==> src/rtl/led_ctrl_pkg.sv <==
// Shared encodings for the LED pattern controller: modes, FSM states,
// bounce direction and the pattern each mode starts from.
package led_ctrl_pkg;

   typedef enum logic [1:0] {
      MODE_OFF    = 2'd0,
      MODE_BLINK  = 2'd1,
      MODE_CHASE  = 2'd2,
      MODE_BOUNCE = 2'd3
   } mode_t;

   typedef enum logic [1:0] {
      IDLE   = 2'd0,
      LOAD   = 2'd1,
      RUN    = 2'd2,
      PAUSED = 2'd3
   } state_t;

   typedef enum logic {
      DIR_LEFT  = 1'b0,
      DIR_RIGHT = 1'b1
   } dir_t;

   localparam logic [7:0] PAT_OFF    = 8'h00;
   localparam logic [7:0] PAT_BLINK  = 8'hFF;
   localparam logic [7:0] PAT_CHASE  = 8'h01;
   localparam logic [7:0] PAT_BOUNCE = 8'h01;
   localparam logic [7:0] PAT_MSB    = 8'h80;
   localparam logic [7:0] PAT_LSB    = 8'h01;

   function automatic logic [7:0] init_pattern(input mode_t mode);
      logic [7:0] pat;
      case (mode)
         MODE_BLINK:  pat = PAT_BLINK;
         MODE_CHASE:  pat = PAT_CHASE;
         MODE_BOUNCE: pat = PAT_BOUNCE;
         default:     pat = PAT_OFF;
      endcase
      return pat;
   endfunction

   // Raw step period before the minimum-of-one clamp applied in the timer.
   function automatic logic [31:0] step_period(input logic [31:0] base, input logic [1:0] speed);
      return base >> speed;
   endfunction

endpackage

==> src/rtl/led_pattern_ctrl_if.sv <==
// Mode/speed command channel into the LED pattern controller (valid/ready).
interface led_pattern_ctrl_if;
   import led_ctrl_pkg::*;

   logic       cmd_valid;
   logic       cmd_ready;
   mode_t      cmd_mode;
   logic [1:0] cmd_speed;

   modport master (
      output cmd_valid,
      output cmd_mode,
      output cmd_speed,
      input  cmd_ready
   );

   modport slave (
      input  cmd_valid,
      input  cmd_mode,
      input  cmd_speed,
      output cmd_ready
   );

endinterface

==> src/rtl/led_step_timer.sv <==
// Free-running step counter: flags the cycle in which an animation step is due
// and restarts from zero after it. A zero period is treated as one.
module led_step_timer (
   input  logic        clk,
   input  logic        rst_n,
   input  logic [31:0] period,
   input  logic        enable,
   input  logic        clear,
   output logic        tick
);

   logic [31:0] count_reg;
   logic [31:0] count_next;
   logic [31:0] period_eff;

   assign period_eff = (period == 32'd0) ? 32'd1 : period;
   assign tick       = enable && (count_reg >= (period_eff - 32'd1));

   always_comb begin
      count_next = count_reg;
      if (clear) begin
         count_next = 32'd0;
      end else if (tick) begin
         count_next = 32'd0;
      end else if (enable) begin
         count_next = count_reg + 32'd1;
      end
   end

   always_ff @(posedge clk) begin
      if (!rst_n) begin
         count_reg <= 32'd0;
      end else begin
         count_reg <= count_next;
      end
   end

endmodule

==> src/rtl/led_pattern_ctrl.sv <==
// LED bank animator: accepts mode/speed commands, steps off/blink/chase/bounce
// patterns at a rate derived from the system clock, and honours a pause level.
module led_pattern_ctrl
   import led_ctrl_pkg::*;
#(
   parameter int unsigned CLK_FREQ = 25_000_000,
   parameter int unsigned STEP_DIV = 4
) (
   input  logic               clk,
   input  logic               rst_n,
   led_pattern_ctrl_if.slave  cmd,
   input  logic               pause,
   output logic [7:0]         leds,
   output logic               step_tick,
   output logic               busy
);

   localparam logic [31:0] BASE = 32'(CLK_FREQ / STEP_DIV);

   state_t      state_reg, state_next;
   mode_t       mode_reg, mode_next;
   logic [1:0]  speed_reg, speed_next;
   dir_t        dir_reg, dir_next;
   logic [7:0]  leds_reg, leds_next;
   logic        tick_reg, tick_next;
   logic        ready_reg, ready_next;
   logic        busy_reg, busy_next;

   logic        accept;
   logic        timer_en;
   logic        timer_clr;
   logic        step_due;
   logic [31:0] period;
   logic [7:0]  chase_next;

   assign accept    = cmd.cmd_valid && ready_reg;
   assign period    = step_period(BASE, speed_reg);
   // A command arriving in the same cycle as a due step wins: the step is suppressed.
   assign timer_en  = (state_reg == RUN) && !pause && !accept;
   assign timer_clr = accept;

   genvar gi;
   generate
      for (gi = 0; gi < 8; gi++) begin : g_rotate
         assign chase_next[gi] = leds_reg[(gi + 7) % 8];
      end
   endgenerate

   led_step_timer u_timer (
      .clk    (clk),
      .rst_n  (rst_n),
      .period (period),
      .enable (timer_en),
      .clear  (timer_clr),
      .tick   (step_due)
   );

   always_comb begin
      state_next = state_reg;
      mode_next  = mode_reg;
      speed_next = speed_reg;
      dir_next   = dir_reg;
      leds_next  = leds_reg;
      busy_next  = busy_reg;
      tick_next  = 1'b0;
      ready_next = !accept;

      if (accept) begin
         mode_next  = cmd.cmd_mode;
         speed_next = cmd.cmd_speed;
         dir_next   = DIR_LEFT;
         leds_next  = init_pattern(cmd.cmd_mode);
         busy_next  = (cmd.cmd_mode != MODE_OFF);
         state_next = LOAD;
      end else begin
         case (state_reg)
            IDLE: begin
               leds_next = PAT_OFF;
            end
            LOAD: begin
               if (mode_reg == MODE_OFF) begin
                  state_next = IDLE;
               end else if (pause) begin
                  state_next = PAUSED;
               end else begin
                  state_next = RUN;
               end
            end
            RUN: begin
               if (pause) begin
                  state_next = PAUSED;
               end else if (step_due) begin
                  tick_next = 1'b1;
                  case (mode_reg)
                     MODE_BLINK: leds_next = ~leds_reg;
                     MODE_CHASE: leds_next = chase_next;
                     MODE_BOUNCE: begin
                        // Turn around at either end so the end LED is lit only once per pass.
                        if (dir_reg == DIR_LEFT) begin
                           if (leds_reg == PAT_MSB) begin
                              leds_next = PAT_MSB >> 1;
                              dir_next  = DIR_RIGHT;
                           end else begin
                              leds_next = leds_reg << 1;
                           end
                        end else begin
                           if (leds_reg == PAT_LSB) begin
                              leds_next = PAT_LSB << 1;
                              dir_next  = DIR_LEFT;
                           end else begin
                              leds_next = leds_reg >> 1;
                           end
                        end
                     end
                     default: leds_next = PAT_OFF;
                  endcase
               end
            end
            PAUSED: begin
               if (!pause) begin
                  state_next = RUN;
               end
            end
            default: state_next = IDLE;
         endcase
      end
   end

   always_ff @(posedge clk) begin
      if (!rst_n) begin
         state_reg <= IDLE;
         mode_reg  <= MODE_OFF;
         speed_reg <= 2'd0;
         dir_reg   <= DIR_LEFT;
         leds_reg  <= PAT_OFF;
         tick_reg  <= 1'b0;
         ready_reg <= 1'b0;
         busy_reg  <= 1'b0;
      end else begin
         state_reg <= state_next;
         mode_reg  <= mode_next;
         speed_reg <= speed_next;
         dir_reg   <= dir_next;
         leds_reg  <= leds_next;
         tick_reg  <= tick_next;
         ready_reg <= ready_next;
         busy_reg  <= busy_next;
      end
   end

   assign cmd.cmd_ready = ready_reg;
   assign leds          = leds_reg;
   assign step_tick     = tick_reg;
   assign busy          = busy_reg;

endmodule

==> src/flat_wrapper.sv <==
// flat-port wrapper written by rule: the top's interface ports become plain ports
module led_pattern_ctrl_flat import led_ctrl_pkg::*;
#(
   parameter int unsigned CLK_FREQ = 25_000_000,
   parameter int unsigned STEP_DIV = 4
)
  (clk, rst_n, pause, leds, step_tick, busy, cmd_cmd_valid, cmd_cmd_mode, cmd_cmd_speed, cmd_cmd_ready);
  led_pattern_ctrl_if cmd_i ();
  input  logic clk;
  input  logic rst_n;
  input  logic pause;
  output logic [7:0] leds;
  output logic step_tick;
  output logic busy;
  input wire logic [$bits(cmd_i.cmd_valid)-1:0] cmd_cmd_valid;
  input wire logic [$bits(cmd_i.cmd_mode)-1:0] cmd_cmd_mode;
  input wire logic [$bits(cmd_i.cmd_speed)-1:0] cmd_cmd_speed;
  output wire logic [$bits(cmd_i.cmd_ready)-1:0] cmd_cmd_ready;
  assign cmd_i.cmd_valid = cmd_cmd_valid;
  assign cmd_i.cmd_mode = cmd_cmd_mode;
  assign cmd_i.cmd_speed = cmd_cmd_speed;
  assign cmd_cmd_ready = cmd_i.cmd_ready;
  led_pattern_ctrl #(.CLK_FREQ(CLK_FREQ), .STEP_DIV(STEP_DIV)) u_core (.clk(clk), .rst_n(rst_n), .cmd(cmd_i), .pause(pause), .leds(leds), .step_tick(step_tick), .busy(busy));
endmodule
==> config.mk <==
export PLATFORM = sky130hd
export DESIGN_NAME = led_pattern_ctrl_flat
export DESIGN_NICKNAME = d
export VERILOG_FILES = /design/src/rtl/led_ctrl_pkg.sv /design/src/rtl/led_pattern_ctrl_if.sv /design/src/rtl/led_step_timer.sv /design/src/rtl/led_pattern_ctrl.sv /design/src/flat_wrapper.sv
export SDC_FILE = /design/constraint.sdc
export NUM_CORES = 1
export LEC_CHECK = 0
export BUFFER_PORTS_ARGS = -buffer_cell sky130_fd_sc_hd__clkbuf_2
export CORE_MARGIN = 2
export CORE_UTILIZATION = 40
export DETAILED_ROUTE_END_ITERATION = 8
export SLEW_MARGIN = 15
export SYNTH_ARGS = -nofsm -noshare
export SYNTH_HDL_FRONTEND = slang
export SYNTH_SLANG_ARGS = --single-unit
==> constraint.sdc <==
create_clock -name clk -period 7.3 [get_ports clk]
set_input_delay 1.46 -clock clk [delete_from_list [all_inputs] [get_ports clk]]
set_output_delay 1.46 -clock clk [all_outputs]
set_load 0.005 [all_outputs]
==> metrics.json <==
{
  "fin_setup_tns": {"value": 0, "unit": "ps"},
  "cts_sinks": {"value": 50},
  "cp_slowest_cell": {"value": "o21ai_1"},
  "number_of_fill_cells_in_the_layout": {"value": 747},
  "ctsLongestPathBuffers": {"value": 2},
  "htree_num_levels": {"value": 2},
  "design.final.nets": {"value": 425},
  "finClkSkew": {"value": 14.6, "unit": "ps"},
  "max_stage_delay": {"value": 760, "unit": "ps"},
  "clock_latency": {"value": 320, "unit": "ps"},
  "cellLeakagePower": {"value": 1.28, "unit": "nW"},
  "worst-r2r-cell-count": {"value": 10},
  "report.final.hold_viol_count": {"value": 0},
  "synth_cell_area": {"value": 3050, "unit": "sq um"},
  "clockRootBuffer": {"value": "clkbuf_8"},
  "layout_min_cycle_time": {"value": 3400, "unit": "ps"},
  "place.detailed.hpwl": {"value": 5.07, "unit": "mm"},
  "post_cts_buffers": {"value": 0},
  "maximum_number_of_pins_on_one_net_before_global_route_repair": {"value": 25},
  "syn2layout_area_growth": {"value": 8.82, "unit": "%"},
  "fp.dieH": {"value": 91.3, "unit": "microns"},
  "detail_route.wl_per_cell": {"value": 14.0, "unit": "microns"},
  "largest_reg_flops": {"value": 32},
  "postSynthRegisterBits": {"value": 50},
  "synth_warnings": {"value": 0},
  "routed_wire_length": {"value": 6.90, "unit": "mm"},
  "post_cts_resized": {"value": 0},
  "grt_pass1_vias": {"value": 2512},
  "reg2reg_from": {"value": "u_core.speed_reg[0]"},
  "power_per_cell_area": {"value": 148, "unit": "nW/um^2"},
  "worst-path-max-fanout": {"value": 16},
  "cts.hold.buffers_added": {"value": 0},
  "globalRouteOverflowTotal": {"value": 0},
  "crit_path_start_kind": {"value": "primary input"},
  "final_core_utilization": {"value": 0.453},
  "rsz_0062_raised_after_global_routing": {"value": "false"},
  "cp-endpoint": {"value": "u_core.u_timer.count_reg[22]"},
  "design.portCount": {"value": 19},
  "critical_path.cell_chain": {"value": "clkbuf_2 -> and2_1 -> or3_1 -> o21ai_1 -> buf_4 -> nor2_1"},
  "floorplan.initialDensity": {"value": 0.416},
  "final_min_period_over_clock_period": {"value": 0.466},
  "placer_congestion": {"value": 0.858},
  "initialDrtViolationCount": {"value": 107},
  "fp-row-count": {"value": 31},
  "finalSetupViolCount": {"value": 0},
  "worst_pin_slew": {"value": 843, "unit": "ps"},
  "worstHoldPathType": {"value": "reg -> reg"},
  "reg2reg_setup_slack": {"value": 4060, "unit": "ps"},
  "drt_pass1_iterations": {"value": 4},
  "launch_point_of_the_worst_path": {"value": "cmd_cmd_valid"},
  "syn-mean-instance-area": {"value": 8.05, "unit": "sq um"},
  "grtUsageTotal": {"value": 0.177},
  "via_count": {"value": 2665},
  "grt_pass1_wl": {"value": 12.1, "unit": "mm"},
  "full_die_area": {"value": 8340, "unit": "sq um"},
  "ys_types": {"value": 52},
  "max-vdd-ir-drop": {"value": 0.0000849, "unit": "V"},
  "tritoncts": {"value": "done"},
  "post_drt_via_cell_ratio": {"value": 5.41},
  "cts_buffer_count": {"value": 5},
  "timing.critical_path.arrival": {"value": 3600, "unit": "ps"},
  "synthFlopType": {"value": "dfxtp_1"},
  "mostFrequentLayoutCells": {"value": "50 x nand2_1, 50 x dfxtp_1, 40 x nor2_1"},
  "status": {"value": "completed"},
  "report.final.slew_viol_count": {"value": 0},
  "clkSlewWorstSetupHoldPaths": {"value": 100, "unit": "ps"},
  "clock.fmax": {"value": 0.294, "unit": "GHz"},
  "port_buffers": {"value": 18},
  "antenna_cells_inserted": {"value": 0},
  "core_region_area": {"value": 7330, "unit": "sq um"},
  "number_of_enable_flip_flop_cells_after_synthesis": {"value": 0},
  "critical_path_required": {"value": 7500, "unit": "ps"},
  "synth_cells": {"value": 379},
  "worst_setup_path_end_kind": {"value": "flip-flop"},
  "relSlewSlack": {"value": 0.434},
  "reg2reg_to": {"value": "u_core.u_timer.count_reg[22]"},
  "max_cap_viol_count": {"value": 0},
  "ant_nets": {"value": 0},
  "yosysSeqAreaShare": {"value": 0.328},
  "antenna_found_initial": {"value": 0},
  "post-route-drc-count": {"value": 0},
  "ffs_w_async_s_r_synth": {"value": 0},
  "setup_cp_type": {"value": "in -> reg"},
  "die_x": {"value": 91.3, "unit": "microns"},
  "drive_gt1_frac": {"value": 0.107}
}
[area by class of cell]
type,instances,area (sq um),area share
Inverter,19,71.3,0.0215
Multi-Input combinational cell,298,1930,0.580
Sequential cell,50,1000,0.302
Clock inverter,2,16.3,0.00490
Tap cell,99,124,0.0373
Timing Repair Buffer,19,97.6,0.0294
Clock buffer,6,82.6,0.0249
[where the power goes]
group | internal, mW | leakage (nW) | switching (mW)
Sequential | 0.276 | 0.404 | 0.00579
Combinational | 0.0123 | 0.824 | 0.0209
Clock | 0.0782 | 0.0478 | 0.0987
Total | 0.366 | 1.28 | 0.125
[worst min-delay path by stage]
stage	to	depth (start not counted)	startpoint	slack [ps]
final	u_core.busy	2	u_core.busy	480
after global routing	u_core.busy	2	u_core.busy	510
after CTS	u_core.busy	2	u_core.busy	480
after detailed placement	u_core.busy	2	u_core.busy	470
after global placement	u_core.busy	2	u_core.busy	460
after floorplan	u_core.state_reg[1]	2	u_core.state_reg[1]	450
[cell usage after synthesis, types with 3 or more instances]
master | count | area share
xor2_1 | 16 | 0.046
and2_1 | 3 | 0.0062
dfxtp_1 | 50 | 0.33
mux2_2 | 4 | 0.015
a21boi_0 | 6 | 0.015
mux2i_1 | 8 | 0.026
xnor2_1 | 8 | 0.023
and3_1 | 6 | 0.012
nand2_1 | 50 | 0.062
a31oi_1 | 4 | 0.0082
ha_1 | 24 | 0.098
a22oi_1 | 5 | 0.012
nor4_1 | 4 | 0.0082
inv_1 | 19 | 0.023
a21oi_1 | 16 | 0.026
clkbuf_1 | 11 | 0.014
and4_1 | 4 | 0.011
nand4_1 | 11 | 0.023
o41ai_1 | 3 | 0.0086
o21ai_0 | 19 | 0.031
nand3_1 | 22 | 0.036
or4_1 | 4 | 0.0098
nor3_1 | 3 | 0.0049
buf_2 | 4 | 0.0066
nor2_1 | 40 | 0.049
nor3_2 | 3 | 0.0098
[kinds of logic (layout without fill, tap and decap cells)]
kind of cell,after synthesis,after routing,synth area share
buffers and inverters,35,46,0.0451
other,2,6,0.00246
adder cells (fa/ha/maj),24,24,0.0984
AND/OR/NAND/NOR,161,161,0.263
XOR/XNOR,24,24,0.0689
multiplexers,12,12,0.0410
flip-flops,50,50,0.328
AO/OA/AOI/OAI,71,71,0.153
[critical path, delay by kind of cell]
kind	cells	cell delay, ps
and+or+nand+nor	3	940
AOI/OAI and AO/OA	1	760
buffers and inverters	2	430
[metal layers]
layer | wire length (microns) | GRT usage | share of wire | vias to the layer above
li1 | - | - | - | 1373
met1 | 3540 | 0.247 | 0.51 | 1241
met2 | 3050 | 0.283 | 0.44 | 45
met3 | 228 | 0.0290 | 0.033 | 6
met4 | 87 | 0.0492 | 0.013 | 0
met5 | 0 | 0 | 0 | -
[through the flow]
step	cells	worst slack [ps]	power [mW]	instance area (sq um)	hold WS (ps)
global placement	485	3590	0.320	3220	456
CTS	493	3870	0.497	3320	482
floorplan	383	4250	0.310	3070	451
global route	493	3730	0.514	3320	508
finish	493	3900	0.491	3320	478
detailed placement	485	3540	0.321	3220	468
Note: power is estimated with default switching activity, not from simulation.
